==> src/rtl/apb_io_scheduler.sv <==
// Scheduler between the APB IO conduit and up to 4 client cores: decodes host
// commands into client write pulses and round-robin captures client responses.
module apb_io_scheduler #(
    parameter int NUM_CLIENTS = 4,
    parameter int PAYLOAD_W   = 24
) (
    input  logic                             clock_clk,
    input  logic                             reset_n,
    input  logic [31:0]                      io_data_out,
    input  logic                             io_strobe,
    output logic [31:0]                      io_data_in,
    output logic [NUM_CLIENTS-1:0]           cl_wr_valid,
    output logic [PAYLOAD_W-1:0]             cl_wr_data,
    input  logic [NUM_CLIENTS-1:0]           cl_rd_valid,
    input  logic [NUM_CLIENTS*PAYLOAD_W-1:0] cl_rd_data,
    output logic [NUM_CLIENTS-1:0]           cl_rd_ready,
    output logic [7:0]                       err_count
);

    localparam int         GW  = (NUM_CLIENTS > 1) ? $clog2(NUM_CLIENTS) : 1;
    localparam logic [4:0] NC5 = 5'(NUM_CLIENTS);

    typedef enum logic {ST_EMPTY, ST_FULL} state_t;

    state_t                  state_q, state_d;
    logic                    strobe_q;
    logic [GW-1:0]           last_grant_q, last_grant_d;
    logic [31:0]             io_data_in_q, io_data_in_d;
    logic [NUM_CLIENTS-1:0]  cl_wr_valid_q, cl_wr_valid_d;
    logic [PAYLOAD_W-1:0]    cl_wr_data_q, cl_wr_data_d;
    logic [7:0]              err_count_q, err_count_d;

    logic                    cmd_edge;
    logic [3:0]              cmd_id;
    logic                    cmd_client;
    logic                    cmd_pop;
    logic                    cmd_bad;
    logic                    grant_found;
    logic [GW-1:0]           grant_idx;
    logic                    capture;
    logic [PAYLOAD_W-1:0]    grant_data;
    logic                    unused_ok;

    assign unused_ok  = ^io_data_out[27:24];

    assign cmd_edge   = io_strobe & ~strobe_q;
    assign cmd_id     = io_data_out[31:28];
    assign cmd_client = cmd_edge && ({1'b0, cmd_id} < NC5);
    assign cmd_pop    = cmd_edge && (cmd_id == 4'hF);
    assign cmd_bad    = cmd_edge && !cmd_client && !cmd_pop;

    // Round-robin search starting just after the previous grant, with wrap.
    always_comb begin
        grant_found = 1'b0;
        grant_idx   = '0;
        for (int k = 1; k <= NUM_CLIENTS; k++) begin
            if (!grant_found && cl_rd_valid[(int'(last_grant_q) + k) % NUM_CLIENTS]) begin
                grant_found = 1'b1;
                grant_idx   = GW'((int'(last_grant_q) + k) % NUM_CLIENTS);
            end
        end
    end

    assign capture    = (state_q == ST_EMPTY) && grant_found;
    assign grant_data = cl_rd_data[int'(grant_idx)*PAYLOAD_W +: PAYLOAD_W];

    // Ready is masked during reset: no capture happens then, so no client may
    // believe its response was taken.
    always_comb begin
        cl_rd_ready = '0;
        for (int i = 0; i < NUM_CLIENTS; i++) begin
            cl_rd_ready[i] = capture && reset_n && (grant_idx == GW'(i));
        end
    end

    always_comb begin
        state_d      = state_q;
        last_grant_d = last_grant_q;
        io_data_in_d = io_data_in_q;
        if (capture) begin
            state_d      = ST_FULL;
            last_grant_d = grant_idx;
            io_data_in_d = {1'b1, 3'b000, 4'(grant_idx), grant_data};
        end else if ((state_q == ST_FULL) && cmd_pop) begin
            state_d      = ST_EMPTY;
            io_data_in_d = {1'b0, io_data_in_q[30:0]};
        end
    end

    always_comb begin
        cl_wr_valid_d = '0;
        for (int i = 0; i < NUM_CLIENTS; i++) begin
            cl_wr_valid_d[i] = cmd_client && (cmd_id == 4'(i));
        end
        cl_wr_data_d = cmd_client ? io_data_out[PAYLOAD_W-1:0] : cl_wr_data_q;
        err_count_d  = (cmd_bad && (err_count_q != 8'hFF)) ? err_count_q + 8'd1 : err_count_q;
    end

    always_ff @(posedge clock_clk or negedge reset_n) begin
        if (!reset_n) begin
            state_q       <= ST_EMPTY;
            strobe_q      <= 1'b0;
            last_grant_q  <= GW'(NUM_CLIENTS - 1);
            io_data_in_q  <= '0;
            cl_wr_valid_q <= '0;
            cl_wr_data_q  <= '0;
            err_count_q   <= '0;
        end else begin
            state_q       <= state_d;
            strobe_q      <= io_strobe;
            last_grant_q  <= last_grant_d;
            io_data_in_q  <= io_data_in_d;
            cl_wr_valid_q <= cl_wr_valid_d;
            cl_wr_data_q  <= cl_wr_data_d;
            err_count_q   <= err_count_d;
        end
    end

    assign io_data_in  = io_data_in_q;
    assign cl_wr_valid = cl_wr_valid_q;
    assign cl_wr_data  = cl_wr_data_q;
    assign err_count   = err_count_q;

endmodule

==> config.mk <==
export PLATFORM = sky130hd
export DESIGN_NAME = apb_io_scheduler
export DESIGN_NICKNAME = d
export VERILOG_FILES = /design/src/rtl/apb_io_scheduler.sv
export SDC_FILE = /design/constraint.sdc
export NUM_CORES = 1
export LEC_CHECK = 0
export CORE_MARGIN = 4
export CORE_UTILIZATION = 30
export DETAILED_ROUTE_END_ITERATION = 8
export PLACE_DENSITY_LB_ADDON = 0.15
export SYNTH_ARGS = -nofsm -noshare
export SYNTH_HDL_FRONTEND = slang
export SYNTH_SLANG_ARGS = --single-unit
==> constraint.sdc <==
create_clock -name clock_clk -period 2.2 [get_ports clock_clk]
set_input_delay 0.44 -clock clock_clk [delete_from_list [all_inputs] [get_ports clock_clk]]
set_output_delay 0.44 -clock clock_clk [all_outputs]
set_load 0.01 [all_outputs]
==> implementation parameters, run 1 <==
Parameter                              Value

Status
  Outcome ... completed

Worst hold path
  Path type of the worst min-delay path ... flip-flop to flip-flop

Critical path
  Top Family by Delay on Critical Path ... flip-flops
  End of the worst register-to-register path ... io_data_in[23]
  Data arrival time of the critical path ... 1.67 ns
  Worst reg-to-reg setup slack ... 0.16 ns
  Critical path capture point type ... output pin
  Cell depth of the worst flop-to-flop path ... 7
  Crit path capture ... cl_rd_ready[2]
  Source of the worst register-to-register timing path ... last_grant_q[1]
  Critical Path RT ... 1.76 ns
  Worst-path cell with the longest stage delay ... sky130_fd_sc_hd__dfstp_2
  Ordered cell list for the critical path ... nand2b_4 -> a21oi_1 -> nor3b_2 -> and3_1 -> buf_4
  WS Path Type ... flip-flop to output pin
  Slowest cell delay on critical path ... 0.57 ns
  Startpoint types ... flip-flop
  Buf+Inv Stages, Crit Path ... 1
  Total stage count of the critical path ... 5
  Highest fanout seen on the critical path ... 5
  Crit. Startpoint ... last_grant_q[0]

Power and ir drop
  Net switching power of the design ... 1.56 mW
  Share of total power in sequential cells ... 31.6%
  Relative contribution of combinational cells to total power ... 38.9%
  Pint ... 3.86 mW
  Reported leakage power ... 2.52 nW
  Clock power frac ... 29.5%
  Worst VDD drop ... 0.000472 V
  Switch share ... 28.8%
  Power density normalized to cell area ... 875 nW/um2

Synth
  Most common flop cell mapped by yosys ... sky130_fd_sc_hd__dfrtp_1
  Distinct cell type count of the synthesized netlist ... 38
  Count of warnings emitted by yosys ... 0
  Gate Count Post-Synth ... 328
  Count of flip-flops with a built-in enable after synthesis ... 0
  Mapped Avg Cell Area ... 10.7 um2
  Sequential-to-total area share from yosys stat ... 47.1%
  Post-Syn Area ... 3510 um2
  Post-synthesis register bit count ... 66
  Yosys top cell area share ... 45.6%
  Asr flop ratio synth ... 100%
  Cell taking the most area after synthesis ... sky130_fd_sc_hd__dfrtp_1
  Cell types occupying the most area after synthesis ... sky130_fd_sc_hd__dfrtp_1, sky130_fd_sc_hd__mux2_2, sky130_fd_sc_hd__a31oi_2

Clock network
  Clock Latency Late Sink ... 0.33 ns
  TritonCTS clock tree ... built
  Maximum root-to-sink buffer count ... 2
  Depth of the CTS H-tree ... 3
  Clock slew seen by the registers of the worst setup and hold paths ... 0.06 ns
  Number of buffers inserted during clock tree synthesis ... 9
  Sinks on Clock Net ... 66
  Root buf cell ... sky130_fd_sc_hd__clkbuf_16

STA
  Sum of negative setup slack ... 0 ns
  Tightest Pin Transition ... 0.615 ns
  RSZ-0062 raised after global routing ... false
  Number of setup violations in the final report ... 0
  Max-slew headroom ... 59.0%
  Final Skew ... 0.00453 ns
  Number of hold-slack violations in the final timing report ... 0
  Post-route worst setup slack ... 0.0905 ns
  Final critical-path share of the clock period ... 95.9%
  Max-slew violation count ... 0
  Crit path time final ... 2.11 ns
  Highest clock frequency the design can meet ... 0.474 GHz

Cells and area
  Share of layout cells above drive strength 1 ... 23.6%
  Syn-to-layout area delta ... 76.5%
  End-of-flow core utilization ... 54.2%
  Final-layout fill cell count ... 1,068
  Final cell count without fillers ... 698
  Flip-flop and latch area ... 1650 um2
  Final #Nets ... 686
  Number of antenna repair diodes ... 0
  Multi-input combinational cell area ... 1750 um2

Global route
  Wire length of the first global-routing pass ... 17,500 um
  Total grt overflow ... 0
  Largest net degree at the start of global routing ... 34
  Via count of the first global-routing pass ... 3,466
  Global Route Usage Sum ... 16.6%
  Number of antenna violations at the first check in global routing ... 0

Floorplanning
  Die Outline Area ... 13,500 um2
  Ports ... 207
  Std-Cell Rows ... 39
  Initial Util ... 30.7%
  Horizontal extent of the die ... 116 um
  Die H ... 116 um
  Placeable core region ... 11,400 um2

Drt
  Number of vias in the routed layout ... 3,272
  Antenna viol nets, final ... 0
  DRC viols ... 0
  Total routed wirelength ... 11,100 um
  Final routed wire length divided by cell count ... 15.9 um
  DRT iter0 DRCs ... 129
  Number of search-and-repair iterations in the first detailed-routing pass ... 4
  Vias per cell ... 4.69

Flow run
  Max-cap violations ... 0

Placement
  Pre-CTS setup slack ... -0.465 ns
  Placer Congestion ... 0.843
  Total half-perimeter wirelength after legalization and detailed placement ... 8870 um
  Count of input and output buffers ... 197
  Post-placement cell count ... 674
[layout by cell type, fill, tap and decap left out, types with 6 or more instances in the layout]
cell	n
sky130_fd_sc_hd__xnor2_1	6
sky130_fd_sc_hd__and3_1	7
sky130_fd_sc_hd__nor2_1	29
sky130_fd_sc_hd__a22oi_1	21
sky130_fd_sc_hd__nand2_1	48
sky130_fd_sc_hd__a21oi_1	7
sky130_fd_sc_hd__mux2_2	46
sky130_fd_sc_hd__clkdlybuf4s50_1	188
sky130_fd_sc_hd__a31oi_2	15
sky130_fd_sc_hd__clkbuf_16	9
sky130_fd_sc_hd__dfrtp_1	64
sky130_fd_sc_hd__a31oi_1	11
sky130_fd_sc_hd__buf_4	37
[power groups by stage]
| stage | sequential (mW) | clock, mW | combinational [mW] |
|---|---|---|---|
| after global routing | 1.76 | 1.70 | 2.29 |
| after detailed placement | 1.75 | 0 | 2.08 |
| final | 1.71 | 1.60 | 2.11 |
| after CTS | 1.72 | 1.64 | 2.13 |
| after floorplan | 1.85 | 0 | 0.841 |
| after global placement | 1.73 | 0 | 2.06 |
[per-layer routing]
layer | wire length (um) | vias up | GRT usage, %
met5 | 0 | - | 0
met1 | 4620 | 1500 | 20.7
met2 | 5320 | 143 | 28.0
met4 | 174 | 0 | 5.88
li1 | - | 1616 | -
met3 | 1000 | 13 | 4.40
[synthesized netlist by cell type, types with 2 or more instances]
master,instances
sky130_fd_sc_hd__dfrtp_1,64
sky130_fd_sc_hd__nand2_1,48
sky130_fd_sc_hd__mux2_2,46
sky130_fd_sc_hd__nor2_1,31
sky130_fd_sc_hd__a22oi_1,22
sky130_fd_sc_hd__a31oi_2,15
sky130_fd_sc_hd__a31oi_1,11
sky130_fd_sc_hd__buf_2,9
sky130_fd_sc_hd__a21oi_1,8
sky130_fd_sc_hd__clkbuf_1,8
sky130_fd_sc_hd__and3_1,7
sky130_fd_sc_hd__buf_4,6
sky130_fd_sc_hd__xnor2_1,6
sky130_fd_sc_hd__inv_1,5
sky130_fd_sc_hd__buf_6,4
sky130_fd_sc_hd__nand4_1,4
sky130_fd_sc_hd__a222oi_1,3
sky130_fd_sc_hd__nand3b_1,3
sky130_fd_sc_hd__nor3b_1,3
sky130_fd_sc_hd__o21ai_0,3
sky130_fd_sc_hd__dfstp_2,2
sky130_fd_sc_hd__nor4b_1,2
sky130_fd_sc_hd__o22ai_1,2
sky130_fd_sc_hd__or2b_1,2
[repair_timing]
action                     CTS  global route
resized for setup           21             5
pin swaps                    2             4
setup endpoints to repair   13             4
hold buffers                 1             0
hold endpoints to repair     7             0
setup buffers                5             2
[worst register-to-register path: stages, from the launching register on]
cell and delay, ns:
sky130_fd_sc_hd__dfstp_2 0.52, sky130_fd_sc_hd__inv_1 0.09, sky130_fd_sc_hd__a21boi_0 0.22, sky130_fd_sc_hd__nor3b_2 0.09, sky130_fd_sc_hd__buf_4 0.13, sky130_fd_sc_hd__buf_4 0.14
sky130_fd_sc_hd__a222oi_1 0.54, sky130_fd_sc_hd__a31oi_1 0.16
[stage by stage]
stage / area (um2) / hold slack, ns / total power [mW]
global route: 6190 / 0.516 / 5.75
global placement: 5790 / 0.304 / 3.80
floorplan: 3520 / 0.144 / 2.69
CTS: 6190 / 0.507 / 5.49
finish: 6190 / 0.497 / 5.42
detailed placement: 5790 / 0.305 / 3.83
[cell type report]
cell class,count,area share [%]
Inverter,5,0.303
Clock buffer,12,4.30
Sequential cell,66,26.7
Clock inverter,4,1.17
Multi-Input combinational cell,234,28.2
Timing Repair Buffer,234,36.4
Tap cell,143,2.89
[cells by family after synthesis]
logic type / after synthesis / share of synthesized area [%]
AOI/OAI and AO/OA: 68 / 16.3
xor gates and xnor gates: 7 / 1.75
adders and majority gates: 1 / 0.357
buffers and inverters: 32 / 5.24
DFF: 66 / 47.1
muxes: 46 / 14.8
other: 1 / 0.107
and+or+nand+nor: 107 / 14.4
[worst min-delay path by stage]
stage                         startpoint              to  slack (ns)  cells after the start
after detailed placement         reset_n   io_data_in[6]        0.31                      1
after CTS                 cl_wr_data[15]  cl_wr_data[15]        0.51                      1
after floorplan                  reset_n   cl_wr_data[0]        0.14                      0
final                       err_count[5]    err_count[5]        0.50                      1
after global placement           reset_n   io_data_in[6]        0.30                      1
after global routing      cl_wr_data[19]  cl_wr_data[19]        0.52                      1
[state kept, by name (all words and copies together), names as in the netlist]
register      flops
last_grant_q      2
cl_wr_data       24
strobe_q          1
cl_wr_valid       4
state_q           1
err_count         8
io_data_in       26
(Power assumes the default switching activity.)
==> run 2: changes to the inputs <==
--- a/config.mk
+++ b/config.mk
@@ -5,10 +5,12 @@
 export SDC_FILE = /design/constraint.sdc
 export NUM_CORES = 1
 export LEC_CHECK = 0
+export CORE_ASPECT_RATIO = 1.5
 export CORE_MARGIN = 4
 export CORE_UTILIZATION = 30
 export DETAILED_ROUTE_END_ITERATION = 8
 export PLACE_DENSITY_LB_ADDON = 0.15
+export SLEW_MARGIN = 20
 export SYNTH_ARGS = -nofsm -noshare
 export SYNTH_HDL_FRONTEND = slang
 export SYNTH_SLANG_ARGS = --single-unit
==> run 2 against run 1 <==
Count of clock-buffer cells in the layout decreased by 3. Non-clock buffer count decreased by 8. Critical path depth increased by 1. Largest cell class unchanged. Cell area decreased by 0.20%. Hold slack got worse by 0.40 ns. Core utilization decreased by 0.36 points. Register-to-register slack improved by 0.03 ns.
==> implementation parameters, run 2 (same netlist as run 1, synthesis figures left out) <==
Parameter                              Value

Drt
  Vias per cell ... 4.71 (+0.40%)
  Antenna viol nets, final ... 0 (unchanged)
  Number of search-and-repair iterations in the first detailed-routing pass ... 4 (unchanged)
  DRT iter0 DRCs ... 80 (-38%)
  Number of vias in the routed layout ... 3,285 (+0.40%)
  DRC viols ... 0 (unchanged)
  Final routed wire length divided by cell count ... 15.5 um (-2.9%)
  Total routed wirelength ... 10,800 um (-2.9%)

Placement
  Count of input and output buffers ... 197 (unchanged)
  Pre-CTS setup slack ... -0.578 ns (-0.113 ns)
  Placer Congestion ... 0.789 (-6.4%)
  Total half-perimeter wirelength after legalization and detailed placement ... 8520 um (-3.9%)
  Post-placement cell count ... 678 (+0.59%)

STA
  Post-route worst setup slack ... 0.0854 ns (-0.00506 ns)
  Max-slew violation count ... 0 (unchanged)
  Highest clock frequency the design can meet ... 0.473 GHz (-0.24%)
  Final critical-path share of the clock period ... 96.1% (+0.23 points)
  Final Skew ... 0.00480 ns (+0.000274 ns)
  Number of setup violations in the final report ... 0 (unchanged)
  RSZ-0062 raised after global routing ... false
  Number of hold-slack violations in the final timing report ... 0 (unchanged)
  Crit path time final ... 2.11 ns (+0.00506 ns)

Cells and area
  Commonest cells after routing, fill and taps aside ... sky130_fd_sc_hd__clkdlybuf4s50_1, sky130_fd_sc_hd__dfrtp_1, sky130_fd_sc_hd__nand2_1
  Share of layout cells above drive strength 1 ... 23.2% (-0.39 points)
  Syn-to-layout area delta ... 76.2%
  Final cell count without fillers ... 698 (unchanged)
  Final #Nets ... 678 (-1.2%)
  Most common library cell in the layout ignoring fill and taps ... sky130_fd_sc_hd__clkdlybuf4s50_1
  Largest register FFs ... 26 (unchanged)

Clock network
  Root buf cell ... sky130_fd_sc_hd__clkbuf_16
  Depth of the CTS H-tree ... 3 (unchanged)
  Cts-stage hold buffer count ... 0 (-1)
  Clock slew seen by the registers of the worst setup and hold paths ... 0.06 ns (about the same)
  Clock Latency Late Sink ... 0.33 ns (about the same)
  Sinks on Clock Net ... 66 (unchanged)
  Number of buffers inserted during clock tree synthesis ... 9 (unchanged)
  Maximum root-to-sink buffer count ... 2 (unchanged)
  TritonCTS clock tree ... built

Critical path
  Slowest cell delay on critical path ... 0.56 ns (about the same)
  Worst-path cell with the longest stage delay ... sky130_fd_sc_hd__dfstp_2
  Critical Path RT ... 1.76 ns (about the same)
  Critical path capture point type ... output pin
  Ordered cell list for the critical path ... buf_6 -> buf_4 -> a22oi_2 -> o32ai_4 -> and3_4 -> buf_4
  Startpoint types ... flip-flop
  Highest fanout seen on the critical path ... 4 (-1)
  Data arrival time of the critical path ... 1.67 ns (about the same)
  WS Path Type ... flip-flop to output pin
  CP most frequent cell ... sky130_fd_sc_hd__buf_4

Flow run
  Max-cap violations ... 0 (unchanged)

Floorplanning
  Die H ... 140 um (+21%)
  Die Outline Area ... 13,500 um2 (+0.26%)
  Ports ... 207 (unchanged)
  Std-Cell Rows ... 48 (+23%)
  Initial Util ... 30.6% (-0.14 points)
  Placeable core region ... 11,500 um2 (+0.46%)
  Horizontal extent of the die ... 96.3 um (-17%)

Global route
  Largest net degree at the start of global routing ... 47 (+38%)
  Global Route Usage Sum ... 16.1% (-0.56 points)
  Total grt overflow ... 0 (unchanged)
  Number of antenna violations at the first check in global routing ... 0 (unchanged)
  Via count of the first global-routing pass ... 3,405 (-1.8%)
  Wire length of the first global-routing pass ... 16,700 um (-4.3%)

Worst hold path
  Path type of the worst min-delay path ... input port to async pin

Status
  Outcome ... completed

Power and ir drop
  Worst VDD drop ... 0.000475 V (+0.62%)
  Reported leakage power ... 2.49 nW (-1.1%)
  Power density normalized to cell area ... 878 nW/um2 (+0.37%)
-- run 2: cell types whose count changed in the layout (fill, tap and decap cells not counted), moves of 2 or more --
cell,previous run,this run
sky130_fd_sc_hd__clkbuf_8,3,0
sky130_fd_sc_hd__and3_4,0,2
sky130_fd_sc_hd__dlygate4sd2_1,4,2
sky130_fd_sc_hd__buf_6,0,2
sky130_fd_sc_hd__and3_1,7,5
sky130_fd_sc_hd__clkinv_4,0,2
sky130_fd_sc_hd__buf_4,37,27
-- run 2: per-layer routing --
| layer | share of wire (%) | GRT usage [%] | vias to the layer above |
|---|---|---|---|
| met4 | 1.8 | 6.06 | 0 |
| met5 | 0 | 0 | - |
| met1 | 36 | 17.3 | 1512 |
| met2 | 51 | 28.0 | 155 |
| met3 | 11 | 6.18 | 14 |
| li1 | - | - | 1604 |
-- run 2: area by class of cell --
class / count / area, um2
Antenna cell: 1 / 2.50
Clock buffer: 9 / 225
Clock inverter: 7 / 118
Fill cell: 1031 / 5290
Inverter: 5 / 18.8
Multi-Input combinational cell: 234 / 1760
Sequential cell: 66 / 1650
Tap cell: 150 / 188
Timing Repair Buffer: 226 / 2220
-- run 2: timing repair --
item,in CTS,in global routing
pin swaps,3,3
setup endpoints to repair,27,9
gates resized for setup,26,5
setup buffers,3,0
-- run 2: final timing paths --
kind                                 start        endpoint  slack (ns)  cells past startpoint
hold reg to reg               err_count[5]    err_count[5]        0.49                      1
hold / removal                     reset_n  io_data_in[19]         0.1                      2
setup reg to reg           last_grant_q[0]   io_data_in[6]        0.19                      8
setup / recovery           last_grant_q[0]  cl_rd_ready[0]        0.09                      6
max in group asynchronous          reset_n  cl_wr_data[23]        1.73                      2
min in group clock_clk        err_count[5]    err_count[5]        0.49                      1
-- run 2: where the power goes --
part	switching, mW	internal, mW
clock network	0.522	1.11
registers	0.191	1.52
logic	0.850	1.24
total	1.56	3.87
-- run 2: critical path: cells and delay by family, from the launching register on --
kind            cells  cell delay [ns]
compound gates      2             0.23
buf+inv             3             0.33
flops               1             0.56
simple gates        1             0.23
-- run 2: through the flow --
step | power (mW) | instance area (um2) | TNS (ns) | hold WS (ns) | util, %
2_1_floorplan | 2.69 | 3520 | 0 | 0.144 | -
3_3_place_gp | 3.79 | 5790 | -10.15 | 0.450 | 50.5
3_5_place_dp | 3.83 | 5790 | -11.21 | 0.452 | 50.5
4_1_cts | 5.51 | 6170 | 0 | 0.0998 | 53.8
5_1_grt | 5.75 | 6180 | 0 | 0.110 | 53.9
6_report | 5.43 | 6180 | 0 | 0.0990 | 53.9
